`src/rtl/rotator_arbiter.sv`:
```
// ============================================================================
// Module   : rotator_arbiter
// Brief    : Two-requester arbiter sharing one 8-bit Barrel_Rotator, with a
//            one-entry valid/ready output register and saturating counters.
//            Optional macro ROTATOR_ARB_RR_EN selects round-robin tie-breaking
//            (default build: fixed priority, requester 0 wins ties).
// Revision : 1.0 - initial release
// ============================================================================
`default_nettype none

module Barrel_Rotator (
    input  logic [7:0] data_in,
    input  logic       lr,
    input  logic [2:0] amount,
    output logic [7:0] data_out
);
    // A right rotate by N is a left rotate by (8 - N) mod 8.
    logic [2:0] w_left_amt;
    logic [7:0] w_stage [0:3];

    assign w_left_amt = lr ? amount : 3'(3'd0 - amount);
    assign w_stage[0] = data_in;

    genvar k;
    generate
        for (k = 0; k < 3; k++) begin : g_stage
            localparam int c_SHIFT = 1 << k;
            assign w_stage[k+1] = w_left_amt[k]
                ? {w_stage[k][7-c_SHIFT:0], w_stage[k][7:8-c_SHIFT]}
                : w_stage[k];
        end
    endgenerate

    assign data_out = w_stage[3];
endmodule

module rotator_arbiter #(
    parameter int CNT_W = 16
) (
    input  logic             clk,
    input  logic             rst,
    input  logic             req0_valid,
    output logic             req0_ready,
    input  logic [7:0]       req0_data,
    input  logic             req0_lr,
    input  logic [2:0]       req0_amount,
    input  logic             req1_valid,
    output logic             req1_ready,
    input  logic [7:0]       req1_data,
    input  logic             req1_lr,
    input  logic [2:0]       req1_amount,
    output logic             rsp_valid,
    input  logic             rsp_ready,
    output logic [7:0]       rsp_data,
    output logic             rsp_id,
    output logic [CNT_W-1:0] cnt0,
    output logic [CNT_W-1:0] cnt1
);
    typedef enum logic [0:0] {
        ST_EMPTY = 1'b0,
        ST_FULL  = 1'b1
    } state_t;

    localparam logic [CNT_W-1:0] c_CNT_MAX = {CNT_W{1'b1}};

    state_t           r_state;
    state_t           w_state_next;
    logic             w_slot_free;
    logic             w_tie_winner;
    logic             w_grant;
    logic             w_acc0;
    logic             w_acc1;
    logic             w_accept;
    logic [7:0]       w_rot_in;
    logic             w_rot_lr;
    logic [2:0]       w_rot_amount;
    logic [7:0]       w_rot_out;
    logic [7:0]       r_rsp_data;
    logic             r_rsp_id;
    logic [CNT_W-1:0] r_cnt0;
    logic [CNT_W-1:0] r_cnt1;

`ifdef ROTATOR_ARB_RR_EN
    logic r_last;

    always_ff @(posedge clk) begin
        if (rst) begin
            r_last <= 1'b1;
        end else if (w_accept) begin
            r_last <= w_acc1;
        end
    end

    assign w_tie_winner = ~r_last;
`else
    assign w_tie_winner = 1'b0;
`endif

    always_comb begin
        w_grant = 1'b0;
        if (req0_valid && req1_valid) begin
            w_grant = w_tie_winner;
        end else if (req1_valid) begin
            w_grant = 1'b1;
        end
    end

    assign w_slot_free = (r_state == ST_EMPTY) || rsp_ready;
    assign req0_ready  = !rst && w_slot_free && (w_grant == 1'b0);
    assign req1_ready  = !rst && w_slot_free && (w_grant == 1'b1);
    assign w_acc0      = req0_valid && req0_ready;
    assign w_acc1      = req1_valid && req1_ready;
    assign w_accept    = w_acc0 || w_acc1;

    assign w_rot_in     = w_grant ? req1_data   : req0_data;
    assign w_rot_lr     = w_grant ? req1_lr     : req0_lr;
    assign w_rot_amount = w_grant ? req1_amount : req0_amount;

    Barrel_Rotator u_rotator (
        .data_in  (w_rot_in),
        .lr       (w_rot_lr),
        .amount   (w_rot_amount),
        .data_out (w_rot_out)
    );

    always_ff @(posedge clk) begin
        if (rst) begin
            r_state <= ST_EMPTY;
        end else begin
            r_state <= w_state_next;
        end
    end

    // Accept can only happen in FULL when the consumer drains the same cycle.
    always_comb begin
        w_state_next = r_state;
        case (r_state)
            ST_EMPTY: if (w_accept) w_state_next = ST_FULL;
            ST_FULL:  if (rsp_ready && !w_accept) w_state_next = ST_EMPTY;
            default:  w_state_next = ST_EMPTY;
        endcase
    end

    always_ff @(posedge clk) begin
        if (rst) begin
            r_rsp_data <= 8'h00;
            r_rsp_id   <= 1'b0;
            r_cnt0     <= '0;
            r_cnt1     <= '0;
        end else if (w_accept) begin
            r_rsp_data <= w_rot_out;
            r_rsp_id   <= w_acc1;
            if (w_acc0 && (r_cnt0 != c_CNT_MAX)) begin
                r_cnt0 <= r_cnt0 + 1'b1;
            end
            if (w_acc1 && (r_cnt1 != c_CNT_MAX)) begin
                r_cnt1 <= r_cnt1 + 1'b1;
            end
        end
    end

    assign rsp_valid = (r_state == ST_FULL);
    assign rsp_data  = r_rsp_data;
    assign rsp_id    = r_rsp_id;
    assign cnt0      = r_cnt0;
    assign cnt1      = r_cnt1;
endmodule

`default_nettype wire

```
`config.mk`:
```
export PLATFORM = sky130hd
export DESIGN_NAME = rotator_arbiter
export DESIGN_NICKNAME = d
export VERILOG_FILES = /design/src/rtl/rotator_arbiter.sv
export SDC_FILE = /design/constraint.sdc
export NUM_CORES = 1
export LEC_CHECK = 0
export CAP_MARGIN = 20
export CORE_AREA = 2 2 104 106
export DETAILED_ROUTE_END_ITERATION = 16
export DIE_AREA = 0 0 106 108
export GPL_TIMING_DRIVEN = 0
export SETUP_SLACK_MARGIN = 0.3
export SYNTH_ARGS = -nofsm -noshare
export SYNTH_HDL_FRONTEND = slang
export SYNTH_SLANG_ARGS = --single-unit
```
`constraint.sdc`:
```
create_clock -name clk -period 2.39 [get_ports clk]
set_input_delay 0.239 -clock clk [delete_from_list [all_inputs] [get_ports clk]]
set_output_delay 0.239 -clock clk [all_outputs]
set_load 0.02 [all_outputs]
```
==> results of run 1 <==
-- metrics by stage --
| step | power, mW | TNS, ns | worst slack [ns] | utilization [%] |
|---|---|---|---|---|
| 6_report | 1.64 | 0 | 0.354 | 35.2 |
| 5_1_grt | 1.72 | 0 | 0.256 | 35.2 |
| 3_3_place_gp | 1.09 | -0.690 | -0.123 | 33.2 |
| 3_5_place_dp | 1.10 | -0.843 | -0.124 | 33.2 |
| 4_1_cts | 1.66 | 0 | 0.273 | 34.5 |
| 2_1_floorplan | 0.947 | 0 | 0.377 | - |
-- kinds of logic after synthesis --
family          after synthesis  share of synthesized area (%)
simple gates                138                           28.7
compound gates               49                           14.5
flops                        42                           33.3
mux                          29                           11.7
xor+xnor                     24                           8.32
buf+inv                      16                           2.57
fa+ha+maj                     2                          0.990
-- critical path: stages (launching register included) --
cell and delay, ns:
dfxtp_4 0.39, ha_4 0.16, nand4_2 0.15, or4b_1 0.50, clkbuf_4 0.21, nor4b_2 0.31
xnor2_1 0.15, nor2_1 0.05
-- sequential cells by signal, summed over array words and instances, names as in the netlist --
signal     count
cnt1          16
rsp_valid      1
rsp_data       8
rsp_id         1
cnt0          16
-- metal layers --
metal / vias up / GRT usage, % / routed length, um
li1: 1264 / - / -
met1: 1198 / 16.6 / 3420
met2: 77 / 21.4 / 3280
met3: 9 / 3.56 / 410
met4: 0 / 2.44 / 87
met5: - / 0 / 0
-- synthesized netlist by cell type, types with 3 or more instances --
cell,number
a21oi_1,6
a221o_1,4
a22o_1,4
a31oi_1,3
and2_1,13
and3_1,4
and4_1,5
buf_2,3
clkbuf_1,8
dfxtp_1,42
inv_1,3
mux2_2,4
mux2i_1,25
nand2_1,18
nand2b_1,6
nand3_1,24
nand4_1,5
nor2_1,38
nor3_1,7
nor4_1,8
o2111ai_1,3
o21ai_0,9
o32ai_1,4
xnor2_1,20
xor2_1,4
-- worst paths after layout --
kind / end / slack, ns / cells past startpoint
worst max-delay path: cnt0[10] / 0.35 / 7
worst min-delay path: rsp_data[0] / 0.47 / 2
worst max register to register: cnt0[10] / 0.35 / 7
worst min register to register: rsp_data[0] / 0.47 / 2
-- where the power goes --
part,switching [mW],internal (mW)
Clock,0.247,0.308
Combinational,0.175,0.165
Sequential,0.0187,0.726
-- layout make-up --
cell class              instances  area share, %
repair buffers                 70           19.3
clock buffers                   5           1.91
clock inverters                 3           1.11
multi-input cells             242           47.3
flip-flops and latches         42           23.6
well taps                     136           4.73
inverters                       4          0.486
plain buffers                  12           1.60
-- what timing repair did --
item / CTS / global route
pin swaps: 0 / 1
setup endpoints to repair: 15 / 21
hold buffers: 0 / 0
gates resized for setup: 11 / 20
==> flow_summary.ini, run 1 <==
[synth]
synth_edf_count = 0
synth_top_cell_by_area = dfxtp_1
ys_warn_count = 0
synth_seq_area_share_pct = 33.3
synth.avg_cell_area_um2 = 8.42
synth_top_area_share_pct = 33.3
synth_cell_types = 50
syn_area_um2 = 2530
netlist_instances = 300
synthTopCellsByArea = dfxtp_1, mux2i_1, xnor2_1, nor2_1, nand3_1
async_reset_ff_share_pct = 0
synth-seq-cells = 42
synth_flop_cell = dfxtp_1
synthesis.nets = 331

[finish]
final_layout_size_suffix_gt1_share_pct = 10.3
fin_area_um2 = 3600
nets = 408
final_cell_mix = clkdlybuf4s50_1, dfxtp_1, nor2_1
regArea_um2 = 848
layout_commonest_cell = clkdlybuf4s50_1
nFillCells = 1017
stdcell_count = 514
diodes = 0
multiInputGateArea_um2 = 1700
syn2layout_area_growth_pct = 42.5

[die]
core_um2 = 10200
fp.dieW_um = 106
boundaryPins = 73
initial_utilization_pct = 24.7
die_area_um2 = 11400
rows = 37
die_h_um = 108

[clocking]
cts_made_buffers = 5
clkSinkCount = 42
cts-root-buf = clkbuf_8
clock_path_buffers = 2
cts_setup_buffers = 0
clock_latency_ns = 0.29
clk_pin_slew_ns = 0.09
h-tree-depth = 2
cts_tree = built

[sta]
final_max_slew_viol_count = 0
min_period_ns = 2.04
clock_skew_ns = 0.0111
clock.fmax_mhz = 491
setup_viol = 0
hold_ws_ns = 0.466
slew_headroom_pct = 55.9
rsz0062_at_grt = yes
tightest_slew_ns = 0.660
hold_viol = 0
timing.final.crit_share_pct = 85.2

[grt]
overflow = 0
grt_pass1_wl_um = 11900
antenna_found_initial = 0
grt_max_degree = 14
grt_pass1_vias = 2479
grt.total_usage_pct = 12.8

[placed_design]
gp_congestion = 0.872
placedCellCount = 506
place.detailed.hpwl_um = 5650
postPlaceCellArea_um2 = 3400
io_buffers = 70

[drt]
drt_iter0_drc = 112
wl_per_cell_um = 14.0
ant_nets = 0
firstDrtPassIters = 4
drc = 0
avgViaCountPerCell = 4.96
finalWirelength_um = 7200
vias = 2548

[setup_path]
end_kind = flop
crit_start = cnt0[0]
crit_fanout = 7
r2r-start = cnt0[0]
path_class = flop to flop
worstPathRequired_ns = 2.56
cp-start-kind = flop
cp.arrival_ns = 2.20

[pwr]
p_leak_nw = 1.28
power_density_nw_per_um2 = 455
ir_worst_vdd_mv = 0.226

[status]
outcome = finished clean

[worst_hold_path]
min_from = rsp_data[0]
hold_class = flop to flop

[job]
drv_cap = 0
No activity file was read; power rests on OpenSTA's default activity.
==> inputs of run 2 (changes only) <==
--- a/config.mk
+++ b/config.mk
@@ -10,6 +10,7 @@
 export DETAILED_ROUTE_END_ITERATION = 16
 export DIE_AREA = 0 0 106 108
 export GPL_TIMING_DRIVEN = 0
+export REMOVE_ABC_BUFFERS = 1
 export SETUP_SLACK_MARGIN = 0.3
 export SYNTH_ARGS = -nofsm -noshare
 export SYNTH_HDL_FRONTEND = slang
==> flow_summary.ini, run 2 (synthesis gave the netlist of run 1 again) <==
[finish]
layout_commonest_cell = clkdlybuf4s50_1
nets = 401
fin_util_pct = 35.9
final_cell_mix = clkdlybuf4s50_1, dfxtp_1, nor2_1
syn2layout_area_growth_pct = 45.4
diodes = 0
final_layout_size_suffix_gt1_share_pct = 10.2

[worst_hold_path]
hold_class = input pin to flop

[clocking]
clock_path_buffers = 2
clkSinkCount = 42
clk_pin_slew_ns = 0.09
cts_hold_buf = 0
cts-root-buf = clkbuf_8
cts_tree = built
h-tree-depth = 2
cts_made_buffers = 5
clock_latency_ns = 0.30

[pwr]
power_density_nw_per_um2 = 484
switching_power_uw = 463
p_seq_share_pct = 41.9
pwr-share-comb_pct = 19.7
ir_worst_vdd_mv = 0.259
clkPwrFrac_pct = 38.4
switching_share_pct = 26.0
p_int_mw = 1.32
p_leak_nw = 1.31

[job]
drv_cap = 0

[setup_path]
cp.arrival_ns = 2.17
cp-start-kind = flop
end_kind = flop
crit_fanout = 7
path_class = flop to flop
worstPathRequired_ns = 2.58

[placed_design]
gp_congestion = 0.829
place.detailed.hpwl_um = 5550
io_buffers = 72

[die]
die_area_um2 = 11400
rows = 37
initial_utilization_pct = 24.7
core_um2 = 10200
die_h_um = 108
boundaryPins = 73
fp.dieW_um = 106

[drt]
ant_nets = 0
drc = 0
drt_iter0_drc = 95
finalWirelength_um = 7410
wl_per_cell_um = 14.6
avgViaCountPerCell = 4.94
vias = 2503
firstDrtPassIters = 4

[sta]
min_period_ns = 1.99
rsz0062_at_grt = yes
tns_ns = 0
hold_viol = 0
slew_headroom_pct = 54.7
tightest_slew_ns = 0.677
clock.fmax_mhz = 503
clock_skew_ns = 0.0136
final_max_slew_viol_count = 0
hold_ws_ns = 0.320
setup_viol = 0
timing.final.crit_share_pct = 83.2

[status]
outcome = finished clean

[grt]
overflow = 0
antenna_found_initial = 1
grt.total_usage_pct = 13.4
grt_max_degree = 31
grt_pass1_wl_um = 12300
grt_pass1_vias = 2501
## run 2: timing repair
item                                   4_1_cts  5_1_grt
resized for setup                           20       14
setup endpoints to repair                   43       15
pin swaps                                    0        2
cloned                                       1        0
endpoints found under the hold margin        0        0
setup buffers                                1        1
## run 2: critical path: stages (launching register included)
cell and delay (ns):
dfxtp_2 0.39, ha_4 0.17, nand4_2 0.15, or4b_4 0.64, nor4_2 0.32, xnor2_1 0.16, nor2_1 0.05
## run 2: power by group through the flow
stage	combinational, mW	clock [mW]	sequential (mW)
after floorplan	0.140	0	0.791
after global placement	0.332	0	0.760
after detailed placement	0.337	0	0.761
after CTS	0.351	0.708	0.745
after global routing	0.385	0.730	0.750
final	0.351	0.683	0.746
## run 2: path summary, 6_finish.rpt
check / slack [ns] / from / to / cells past startpoint
setup / recovery: 0.40 / cnt0[0] / cnt0[12] / 6
hold / removal: 0.32 / rst / cnt0[11] / 2
setup reg to reg: 0.40 / cnt0[0] / cnt0[12] / 6
hold reg to reg: 0.47 / rsp_data[1] / rsp_data[1] / 2
## run 2: final cells by class
type	count	area [um^2]
tap	136	170
timing repair buffer	74	734
fill	1083	6560
sequential	42	843
inverter	4	18.8
multi-input combinational	243	1770
clock buffer	5	68.8
clock inverter	3	68.8
## run 2: routing by layer
layer / global-route usage (%) / vias up / share of wire, %
met2: 22.8 / 60 / 46
met1: 17.1 / 1191 / 48
li1: - / 1246 / -
met3: 3.32 / 4 / 5.5
met4: 2.91 / 2 / 0.42
met5: 0 / - / 0.15
## run 2: metrics by stage
stage | cell area, um^2 | total power, mW | instances | worst slack (ns)
floorplan | 2480 | 0.931 | 288 | 0.0919
global placement | 3370 | 1.09 | 496 | -1.15
detailed placement | 3370 | 1.10 | 496 | -1.11
CTS | 3590 | 1.80 | 506 | 0.123
global route | 3670 | 1.87 | 507 | 0.280
finish | 3670 | 1.78 | 507 | 0.402
==> inputs of run 3 (changes only) <==
==> constraint.sdc (replaced) <==
create_clock -name clk -period 1.94 [get_ports clk]
set_input_delay 0.194 -clock clk [delete_from_list [all_inputs] [get_ports clk]]
set_output_delay 0.194 -clock clk [all_outputs]
set_load 0.02 [all_outputs]
==> flow_summary.ini, run 3 (synthesis gave the netlist of run 1 again) <==
[die]
rows = 37
boundaryPins = 73
fp.dieW_um = 106
initial_utilization_pct = 24.7
die_h_um = 108
core_um2 = 10200
die_area_um2 = 11400

[grt]
antenna_found_initial = 1
grt_pass1_vias = 2616
grt_max_degree = 31
grt_pass1_wl_um = 13100
overflow = 0
grt.total_usage_pct = 14.2

[finish]
fin_area_um2 = 4070
nFillCells = 1046
nets = 424
final_layout_size_suffix_gt1_share_pct = 27.7
final_cell_mix = clkdlybuf4s50_1, nor2_1, nand3_1, dfxtp_1, buf_4
diodes = 0
stdcell_count = 530
layout_commonest_cell = clkdlybuf4s50_1
syn2layout_area_growth_pct = 61.0

[drt]
ant_nets = 0
finalWirelength_um = 8100
vias = 2650
drt_iter0_drc = 70
drc = 0
avgViaCountPerCell = 5.00
firstDrtPassIters = 4
wl_per_cell_um = 15.3

[sta]
rsz0062_at_grt = yes
hold_ws_ns = 0.202
setup_viol = 0
final_max_slew_viol_count = 0
tightest_slew_ns = 0.495
clock.fmax_mhz = 546
clock_skew_ns = 0.0159
setup_ws_ns = 0.110
hold_viol = 0
min_period_ns = 1.83
timing.final.crit_share_pct = 94.3
slew_headroom_pct = 66.8

[clocking]
cts_made_buffers = 5
clk_pin_slew_ns = 0.10
clkSinkCount = 42
cts_tree = built
clock_path_buffers = 2
h-tree-depth = 2
clock_latency_ns = 0.30
cts-root-buf = clkbuf_8

[placed_design]
gp_congestion = 0.829
place.detailed.hpwl_um = 5550
placedCellCount = 496
postPlaceCellArea_um2 = 3370
io_buffers = 72
post-place-ws_ns = -1.51

[status]
outcome = finished clean

[pwr]
p_leak_nw = 1.47
power_density_nw_per_um2 = 553
ir_worst_vdd_mv = 0.312
p_total_mw = 2.25

[setup_path]
crit_fanout = 6
path_class = flop to flop
cp-start-kind = flop
cp.arrival_ns = 2.02
r2r_slack_ns = 0.11
end_kind = flop
r2r_cells = 6
worstPathRequired_ns = 2.13

[worst_hold_path]
min_path_cells = 2
hold_class = input pin to flop

[job]
drv_cap = 0
[run 3: final timing paths]
check	endpoint	start
max	cnt0[14]	cnt0[0]
min	cnt0[11]	rst
min reg2reg	rsp_data[1]	rsp_data[1]
max reg2reg	cnt0[14]	cnt0[0]
[run 3: repair_timing]
item / in CTS / in global routing
gates resized for setup: 76 / 44
buffers inserted: 20 / 5
gates cloned: 1 / 0
pin swaps: 19 / 19
endpoints found under the setup margin: 43 / 43
hold buffers: 0 / 0
[run 3: critical path, stage by stage, from the launching register on]
cell,delay [ns]
dfxtp_4,0.37
ha_4,0.14
nand4_4,0.07
or4b_4,0.57
nor4_4,0.34
xnor2_1,0.16
nor2_1,0.07
[run 3: routing by layer]
layer / vias up / GRT usage (%) / share of wire, %
met2: 84 / 24.7 / 48
met3: 8 / 3.25 / 6.8
li1: 1291 / - / -
met1: 1265 / 17.9 / 44
met4: 2 / 3.01 / 0.99
met5: - / 0 / 0.14
[run 3: area by class of cell]
cell class,count,area (um^2),share of cell area [%]
clock buffer,5,68.8,1.69
clock inverter,3,68.8,1.69
inverter,4,21.3,0.523
multi-input combinational,243,1970,48.3
sequential,42,872,21.4
tap,136,170,4.18
timing repair buffer,97,903,22.2
[run 3: metrics by stage]
stage               utilization (%)  setup TNS [ns]
floorplan                         -           -3.03
global route                   39.8               0
CTS                            38.2               0
finish                         39.8               0
detailed placement             32.9          -46.63
global placement               32.9          -49.69
[run 3: power by group]
part	internal (mW)	switching (mW)
combinational	0.244	0.248
sequential	0.893	0.0223
clock	0.516	0.328
total	1.65	0.598
